[config.mk]
export PLATFORM = sky130hd
export DESIGN_NAME = sd_spi_responder
export DESIGN_NICKNAME = d
export VERILOG_FILES = /design/src/rtl/sd_spi_responder.sv
export SDC_FILE = /design/constraint.sdc
export NUM_CORES = 1
export LEC_CHECK = 0
export ABC_AREA = 1
export ABC_CLOCK_PERIOD_IN_PS = 7620
export BUFFER_PORTS_ARGS = -buffer_cell sky130_fd_sc_hd__buf_2
export CORE_MARGIN = 10
export CORE_UTILIZATION = 59
export DETAILED_ROUTE_END_ITERATION = 7
export GPL_ROUTABILITY_DRIVEN = 0
export PLACE_DENSITY = 0.86
export RECOVER_POWER = 50
export SLEW_MARGIN = 20
export SYNTH_ARGS = -nofsm -noshare
export SYNTH_HDL_FRONTEND = slang
export SYNTH_SLANG_ARGS = --single-unit
[constraint.sdc]
create_clock -name clock_i -period 7.62 [get_ports clock_i]
set_input_delay 1.524 -clock clock_i [delete_from_list [all_inputs] [get_ports clock_i]]
set_output_delay 1.524 -clock clock_i [all_outputs]
set_load 0.005 [all_outputs]
[src/rtl/sd_spi_responder.sv]
// sd_spi_responder: SPI-mode SD-card target model (mode 0, MSB first).
// Frames 6-byte commands from the host and reports them to local logic.
// It returns an R1 byte after NCR_BYTES fill bytes of 0xFF.
// Ports:
//   clock_i, reset_i          system clock, async active-high reset
//   spi_sclk_i/mosi_i/cs_i    host SPI inputs (cs active low)
//   spi_miso_o                card-to-host data
//   rx_data_o, rx_valid_o     last received byte and a 1-clock strobe
//   cmd_valid_o               1-clock strobe per captured command frame
//   cmd_index_o/arg_o/crc_o   command fields, held until the next frame
//   crc_err_o                 CRC7 mismatch, qualified by cmd_valid_o
//   resp_r1_i                 R1 value, sampled while cmd_valid_o=1
// Optional feature: define SD_RESP_CRC_CHECK_EN to enable CRC7 checking.
// When enabled, a bad CRC sets crc_err_o and ORs 0x08 into the R1 byte.
module sd_spi_responder #(
    parameter int NCR_BYTES   = 1,
    parameter int SYNC_STAGES = 2
) (
    input  logic        clock_i,
    input  logic        reset_i,
    input  logic        spi_sclk_i,
    input  logic        spi_mosi_i,
    input  logic        spi_cs_i,
    output logic        spi_miso_o,
    output logic [7:0]  rx_data_o,
    output logic        rx_valid_o,
    output logic        cmd_valid_o,
    output logic [5:0]  cmd_index_o,
    output logic [31:0] cmd_arg_o,
    output logic [6:0]  cmd_crc_o,
    output logic        crc_err_o,
    input  logic [7:0]  resp_r1_i
);

    typedef enum logic [2:0] {
        S_IDLE,
        S_HUNT,
        S_CMD,
        S_NCR,
        S_RESP
    } state_e;

    localparam logic [3:0] NCR_LAST = 4'(NCR_BYTES - 1);

    logic [SYNC_STAGES-1:0] sclk_sync_q;
    logic [SYNC_STAGES-1:0] mosi_sync_q;
    logic [SYNC_STAGES-1:0] cs_sync_q;
    logic                   sclk_prev_q;
    logic                   cs_prev_q;

    logic sclk_s;
    logic mosi_s;
    logic cs_s;
    logic sclk_rise;
    logic sclk_fall;
    logic cs_rise;
    logic cs_fall;

    // The cs chain resets low: a card held selected through reset sees
    // no falling edge, so the host must toggle cs before framing resumes.
    always_ff @(posedge clock_i or posedge reset_i) begin
        if (reset_i) begin
            sclk_sync_q <= '0;
            mosi_sync_q <= '0;
            cs_sync_q   <= '0;
            sclk_prev_q <= 1'b0;
            cs_prev_q   <= 1'b0;
        end else begin
            sclk_sync_q <= {sclk_sync_q[SYNC_STAGES-2:0], spi_sclk_i};
            mosi_sync_q <= {mosi_sync_q[SYNC_STAGES-2:0], spi_mosi_i};
            cs_sync_q   <= {cs_sync_q[SYNC_STAGES-2:0], spi_cs_i};
            sclk_prev_q <= sclk_s;
            cs_prev_q   <= cs_s;
        end
    end

    assign sclk_s    = sclk_sync_q[SYNC_STAGES-1];
    assign mosi_s    = mosi_sync_q[SYNC_STAGES-1];
    assign cs_s      = cs_sync_q[SYNC_STAGES-1];
    assign sclk_rise = sclk_s & ~sclk_prev_q;
    assign sclk_fall = ~sclk_s & sclk_prev_q;
    assign cs_rise   = cs_s & ~cs_prev_q;
    assign cs_fall   = ~cs_s & cs_prev_q;

    state_e      state_q, state_d;
    logic [2:0]  bit_cnt_q, bit_cnt_d;
    logic [6:0]  rx_sh_q, rx_sh_d;
    logic [7:0]  tx_sh_q, tx_sh_d;
    logic [7:0]  rx_data_q, rx_data_d;
    logic        rx_valid_q, rx_valid_d;
    logic        cmd_valid_q, cmd_valid_d;
    logic [5:0]  index_q, index_d;
    logic [31:0] arg_q, arg_d;
    logic [6:0]  crc_q, crc_d;
    logic [2:0]  byte_cnt_q, byte_cnt_d;
    logic [37:0] frame_q, frame_d;
    logic [3:0]  ncr_cnt_q, ncr_cnt_d;
    logic [7:0]  r1_q, r1_d;

    logic [7:0]  rx_byte;
    logic [7:0]  tx_load;
    logic [7:0]  r1_sel;
    logic        active;
    logic        byte_done;

    // Byte 0 always starts with 2'b01, so only its index bits are stored.
    assign rx_byte   = {rx_sh_q, mosi_s};
    assign tx_load   = (state_q == S_RESP) ? r1_q : 8'hFF;
    assign active    = ~cs_s & (state_q != S_IDLE);
    assign byte_done = active & sclk_rise & (bit_cnt_q == 3'd7);

`ifdef SD_RESP_CRC_CHECK_EN
    logic crc_err_q, crc_err_d;
    logic crc_bad;

    function automatic logic [6:0] crc7(input logic [39:0] d);
        logic [6:0] c;
        logic       fb;
        c = '0;
        for (int i = 39; i >= 0; i--) begin
            fb = d[i] ^ c[6];
            c  = {c[5:0], 1'b0};
            if (fb) c = c ^ 7'h09;
        end
        return c;
    endfunction

    assign crc_bad = crc7({2'b01, frame_q}) != rx_byte[7:1];

    always_ff @(posedge clock_i or posedge reset_i) begin
        if (reset_i) crc_err_q <= 1'b0;
        else         crc_err_q <= crc_err_d;
    end

    assign crc_err_o = crc_err_q;
    assign r1_sel    = resp_r1_i | {4'b0, crc_err_q, 3'b0};
`else
    assign crc_err_o = 1'b0;
    assign r1_sel    = resp_r1_i;
`endif

    always_ff @(posedge clock_i or posedge reset_i) begin
        if (reset_i) begin
            state_q     <= S_IDLE;
            bit_cnt_q   <= '0;
            rx_sh_q     <= '0;
            tx_sh_q     <= 8'hFF;
            rx_data_q   <= '0;
            rx_valid_q  <= 1'b0;
            cmd_valid_q <= 1'b0;
            index_q     <= '0;
            arg_q       <= '0;
            crc_q       <= '0;
            byte_cnt_q  <= '0;
            frame_q     <= '0;
            ncr_cnt_q   <= '0;
            r1_q        <= '0;
        end else begin
            state_q     <= state_d;
            bit_cnt_q   <= bit_cnt_d;
            rx_sh_q     <= rx_sh_d;
            tx_sh_q     <= tx_sh_d;
            rx_data_q   <= rx_data_d;
            rx_valid_q  <= rx_valid_d;
            cmd_valid_q <= cmd_valid_d;
            index_q     <= index_d;
            arg_q       <= arg_d;
            crc_q       <= crc_d;
            byte_cnt_q  <= byte_cnt_d;
            frame_q     <= frame_d;
            ncr_cnt_q   <= ncr_cnt_d;
            r1_q        <= r1_d;
        end
    end

    always_comb begin
        state_d     = state_q;
        bit_cnt_d   = bit_cnt_q;
        rx_sh_d     = rx_sh_q;
        tx_sh_d     = tx_sh_q;
        rx_data_d   = rx_data_q;
        rx_valid_d  = 1'b0;
        cmd_valid_d = 1'b0;
        index_d     = index_q;
        arg_d       = arg_q;
        crc_d       = crc_q;
        byte_cnt_d  = byte_cnt_q;
        frame_d     = frame_q;
        ncr_cnt_d   = ncr_cnt_q;
        r1_d        = r1_q;
`ifdef SD_RESP_CRC_CHECK_EN
        crc_err_d   = crc_err_q;
`endif

        if (cmd_valid_q) r1_d = r1_sel;

        if (cs_rise) begin
            state_d   = S_IDLE;
            bit_cnt_d = '0;
            tx_sh_d   = 8'hFF;
        end else if (cs_fall) begin
            state_d   = S_HUNT;
            bit_cnt_d = '0;
            tx_sh_d   = 8'hFF;
        end else if (active) begin
            if (sclk_rise) begin
                rx_sh_d   = rx_byte[6:0];
                bit_cnt_d = bit_cnt_q + 3'd1;
            end
            // bit_cnt is 0 on a falling edge only after a whole byte.
            if (sclk_fall) begin
                if (bit_cnt_q == 3'd0) tx_sh_d = tx_load;
                else                   tx_sh_d = {tx_sh_q[6:0], 1'b1};
            end
            if (byte_done) begin
                rx_data_d  = rx_byte;
                rx_valid_d = 1'b1;
                unique case (state_q)
                    S_IDLE: ;
                    S_HUNT: begin
                        if (rx_byte[7:6] == 2'b01) begin
                            state_d    = S_CMD;
                            byte_cnt_d = 3'd1;
                            frame_d    = {32'h0, rx_byte[5:0]};
                        end
                    end
                    S_CMD: begin
                        if (byte_cnt_q == 3'd5) begin
                            cmd_valid_d = 1'b1;
                            index_d     = frame_q[37:32];
                            arg_d       = frame_q[31:0];
                            crc_d       = rx_byte[7:1];
`ifdef SD_RESP_CRC_CHECK_EN
                            crc_err_d   = crc_bad;
`endif
                            ncr_cnt_d   = '0;
                            state_d     = S_NCR;
                        end else begin
                            frame_d    = {frame_q[29:0], rx_byte};
                            byte_cnt_d = byte_cnt_q + 3'd1;
                        end
                    end
                    S_NCR: begin
                        if (ncr_cnt_q == NCR_LAST) state_d = S_RESP;
                        else ncr_cnt_d = ncr_cnt_q + 4'd1;
                    end
                    S_RESP: state_d = S_HUNT;
                endcase
            end
        end
    end

    assign spi_miso_o  = tx_sh_q[7];
    assign rx_data_o   = rx_data_q;
    assign rx_valid_o  = rx_valid_q;
    assign cmd_valid_o = cmd_valid_q;
    assign cmd_index_o = index_q;
    assign cmd_arg_o   = arg_q;
    assign cmd_crc_o   = crc_q;

endmodule

* Word-level counts from Yosys, hierarchy flattened
Index checks and enable logic that the tools add are counted.
Operators by class: equality and inequality tests 14, reduce and logical (&&, ||, !) cells 18, mux-type cells 37, bitwise operators 13, add/sub/neg operators 3
Operators with widths (count):
- $mux 38 | 2
- $pmux 38 s2 | 1
- $mux 8 | 6
- $mux 3 | 13
- $reduce_bool 3->1 | 5
- $reduce_and 7->1 | 2
- $ne 4x4->1 const B | 3
- $pmux 3 s4 | 1
- $reduce_and 6->1 | 2
- $mux 1 | 10
- $eq 3x3->1 const B | 3
- $mux 4 | 2
- $ne 2x2->1 const B | 4
- $pmux 4 s2 | 1
- $reduce_and 4->1 | 2
- $and 1x1->1 | 7
- $add 3x1->3 const B | 2
- $eq 3x2->1 const B | 2
- $not 1->1 | 6
- $pmux 3 s2 | 1
- $reduce_bool 6->1 | 1
- $add 4x1->4 const B | 1
- $logic_not 4->1 | 1
- $reduce_and 2->1 | 2
- 4 further kinds | 5
Storage, ports and cells: input port bits 13, flip-flop bits (word level) 137, output and inout port bits 57, word-level logic and storage cells 104

* Longest topological paths before layout
depth in word-level cells 8, gate-level depth with buffers 11, depth with buffers taken out 10

* Worst setup path before layout
No wires, ideal clock.
path type flip-flop to output port, start point register tx_sh_q[7], end point output port spi_miso_o, data required time 6.096 ns, arrival time 0.510 ns, path buffers 0, path slack 5.586 ns, cell stages (with the launch flop) 1, cell sequence dfstp_2
RTL lines:
- start: declaration | RTL line 88 | logic [7:0] tx_sh_q, tx_sh_d;
- start signal: assignment | RTL line 162 | tx_sh_q <= tx_sh_d;
- end: declaration | RTL line 24 | output logic spi_miso_o,
No word-level cell between the ends.

* Worst setup path after layout
start point register state_q[2], end point register crc_q[6], in the netlist cmd_crc_o[6]
On the way: longest elaborated chain between the ends 5, elaborated cells between the ends (all ways) 6, classes of those cells eq/ne: 1; bitwise: 3; reduce/logical: 2
Ends and longest elaborated chain:
- start: declaration | RTL line 85 | state_e state_q, state_d;
- start signal: assignment | RTL line 159 | state_q <= state_d;
- $reduce_bool 3->1 | RTL line 109 | assign active = ~cs_s & (state_q != S_IDLE);
- $and 1x1->1 | RTL line 109
- $and 1x1->1 (2 in a row) | RTL line 110 | assign byte_done = active & sclk_rise & (bit_cnt_q == 3'd7);
- $reduce_and 6->1 (no line) *
- end signal: assignment | RTL line 168 | crc_q <= crc_d;
- end: declaration | RTL line 94 | logic [6:0] crc_q, crc_d;
Mark *: on every way between the ends. The rest lies on a longest branch, timed or not. A chain may end at the register's enable or synchronous reset.

==> summary.txt <==
Power and ir drop
  – Switching share of power: 26.4%
  – Part of the power in registers: approximately 44%
  – Power Density: 273 nW/µm²
  – Cell-internal power: 1340 µW
  – Max IR drop VDD: 0.000193 V
  – Power share of the clock group: 44.9%
  – Gate power share: approximately 11%
  – Psw: around 480 µW
  – Leak Pwr: approximately 0.0033 µW
  – Overall Power: 1820 µW

STA
  – Clock skew: ~0.0065 ns
  – Slew @ Worst Pin: 3.22 ns
  – Final Worst Setup Slack: ~3.2 ns
  – Final hold violation count: 0
  – Final period utilization: between 50% and 60%
  – Worst rel slew slack: -116%
  – RSZ-0062 raised after global routing: no
  – Slew Viols, Final: between 100 and 150
  – Max Freq: ~230 MHz
  – Final setup fails: 0
  – Minimum hold slack: 0.348 ns
  – Tmin final: 4.37 ns
  – Setup_tns: 0 ns

Routing
  – 1st-pass router iterations: 5
  – Routed Wire Length: 12200 µm
  – DRT antenna net count: 0
  – Vias per cell: 5.31
  – # DRC: 0
  – Vias after detailed routing: 4388
  – DR WL/cell: about 15 µm
  – Iter 0 DRT Violations: 447

Clock tree
  – Post-CTS setup buffers: 0
  – Clock transition at path regs: approximately 0.060 ns
  – CTS max path bufs: 2
  – Hold_buf cts: 0
  – Root Buffer: clkbuf_8
  – Worst skew pair latency: 0.51 ns
  – H-tree depth: 4
  – CTS tree: done
  – CTS resizes: 0
  – Cts bufs inserted: 17
  – Clock sinks: 137

Worst setup path
  – Setup crit start kind: flop
  – Most frequent CP cell: nand2_1
  – Worst EP arrival: 4.79 ns
  – Critical path, cell by cell: inv_1 > nand2_1 > nor2_1 > nand2_1 > nor3_1 > buf_4 > nand2_1 > o21ai_1
  – Critical path depth: 8
  – Critical-path top delay cell: nor2_1
  – CP Class: reg -> reg
  – Worst setup EP type: flop
  – CP required: between 8 and 9 ns
  – Max incr delay on CP: roughly 1.5 ns
  – Worst Reg2Reg Path Length in Cells: 8
  – Crit-path leading delay family: simple AND/OR/NAND/NOR gates
  – CP max FO: 86
  – Bufs and invs on worst path: 2

Yosys
  – Post-synth top cells: nand2_1 (168), dfrtp_1 (129), o21ai_0 (89)
  – Area contributors post-synth: dfrtp_1 (57%), nand2_1 (11%), o21ai_0 (7.8%), inv_1 (4.9%), dfstp_2 (3.7%)
  – Most common cell in the netlist: nand2_1
  – Syn Inst Count: between 600 and 700
  – Seq/Total Area, Yosys: 60.4%
  – Most used DFF post-synth: dfrtp_1
  – Post-Syn Nets: roughly 650
  – Seq cells post-synth: about 140
  – Yosys synthesis warning count: 0
  – Area leader, netlist: dfrtp_1
  – Synth cell types: 26
  – Top cell type's share of synthesized area: 56.7%
  – Syn avg cell area: 9.11 µm²
  – Ys async rst share: 100%
  – Synthesized area: between 5000 and 6000 µm²
  – Post-synth EDFFs: 0

Place
  – Pre-CTS setup slack: 4.68 ns
  – I/O Buffers: a little under 70
  – Hpwl dp: 7630 µm

Run status
  – Status: finished, violations left
  – Failing checks: max-capacitance violations, max-slew violations

Global routing
  – Met1 usage: 22.4%
  – Antenna violations before repair: 0
  – Total track usage: around 18%
  – Vias in the first global route: 4443
  – GR Util met3: under 10%
  – Total grt overflow: 0
  – Largest net degree at the start of global routing: 87
  – GRT Max-Usage Layer: met2
  – First-pass GRT wire length: 21200 µm
  – Met2 Usage GRT: 29.2%

Layout
  – Layout area overhead: 17.4%
  – Area taken by multi-input logic gates: 1850 µm²
  – Fill count: roughly 650
  – Ant diodes: 0
  – Layout cell share with drive strength beyond 1: around 17%
  – NumNets Final: 707
  – Storage cell area: 3440 µm²

Floorplan
  – Row count: 35
  – Die H: around 120 µm
  – I/O pins: 70
  – Area of the core: roughly 9300 µm²
  – Initial core utilization: 61.1%
  – Full die area: between 10000 and 15000 µm²
  – Die width: between 100 and 150 µm

Flow run
  – MaxCap Viol Count: 2

Worst hold path
  – Worst Hold Class: reg -> reg
  – Worst Hold Depth: 0
[path summary, 6_finish.rpt]
check	slack, ns	start	endpoint
worst max-delay path	3.25	state_q[2]	cmd_crc_o[6]
worst min-delay path	0.35	mosi_sync_q[0]	mosi_sync_q[1]
worst max register to register	3.25	state_q[2]	cmd_crc_o[6]
worst min register to register	0.35	mosi_sync_q[0]	mosi_sync_q[1]
max in group asynchronous	3.83	reset_i	cmd_index_o[3]
min in group asynchronous	1.94	reset_i	mosi_sync_q[0]
[power groups by stage]
stage	clock network (µW)	registers [µW]	logic [µW]
2_1_floorplan	0	802	161
3_3_place_gp	0	811	188
3_5_place_dp	0	813	196
4_1_cts	827	803	201
5_1_grt	865	807	231
6_report	820	803	202
[per-layer routing]
metal	up-vias	part of all wire, %
met1	2090	42
met5	-	0
met2	161	50
li1	2114	-
met3	23	6.3
met4	0	1.8
[placed cells by master, fill, tap and decap left out, types with 2 or more instances in the layout]
master / count
nand3_1: 17
nor2_1: 35
nand2_1: 167
buf_2: 64
clkinvlp_4: 3
bufinv_16: 2
mux2_2: 8
xor2_1: 3
inv_1: 74
ha_1: 9
clkbuf_1: 4
inv_6: 2
dfstp_2: 8
dfrtp_1: 129
nand4_1: 6
clkinv_2: 2
a31oi_1: 7
buf_4: 2
nand3b_1: 2
o21ai_1: 14
clkbuf_8: 7
a21oi_1: 19
o21ai_0: 89
nor3_1: 2
clkbuf_16: 16
[logic make-up (layout without fill, tap and decap cells)]
kind of cell	Yosys count	after routing	synth area share, %
multiplexers	8	8	1.58
adder cells (fa/ha/maj)	9	9	1.98
AND/OR/NAND/NOR	234	234	17.0
buffers and inverters	104	177	7.09
AO/OA/AOI/OAI	129	129	11.5
other	1	1	0.0658
flip-flops	137	137	60.4
XOR/XNOR	3	3	0.461
[sequential cells by signal, indices dropped and copies added, names as in the netlist]
| register | count |
|---|---|
| rx_sh_q | 7 |
| cs_prev_q | 1 |
| sclk_prev_q | 1 |
| frame_q | 38 |
| cmd_crc_o | 7 |
| tx_sh_q | 8 |
| mosi_sync_q | 2 |
| cmd_index_o | 6 |
| state_q | 3 |
| bit_cnt_q | 3 |
| byte_cnt_q | 3 |
| rx_data_o | 8 |
| cmd_valid_o | 1 |
| cmd_arg_o | 32 |
| ncr_cnt_q | 4 |
| r1_q | 8 |
| sclk_sync_q | 2 |
| cs_sync_q | 2 |
| rx_valid_o | 1 |
[area by class of cell]
cell class,count,area share [%]
multi-input cells,384,27.6
clock inverters,9,1.65
inverters,75,4.23
repair buffers,70,5.24
well taps,129,2.41
clock buffers,23,7.43
flip-flops and latches,137,51.4
[worst reg2reg max path: cells and delay by family, from the launching register on]
kind | cells | cell delay, ns
AOI/OAI and AO/OA | 1 | 0.14
buffers and inverters | 2 | 0.83
DFF | 1 | 0.42
and+or+nand+nor | 5 | 2.90
[metrics by stage]
| stage | instances | util [%] | cell area, µm² |
|---|---|---|---|
| 3_5_place_dp | 795 | 65.4 | 6100 |
| 3_3_place_gp | 795 | 65.4 | 6100 |
| 5_1_grt | 827 | 71.7 | 6690 |
| 4_1_cts | 827 | 72.0 | 6710 |
| 2_1_floorplan | 625 | - | 5700 |
| 6_report | 827 | 71.7 | 6690 |
No activity file was read; power rests on OpenSTA's default activity.
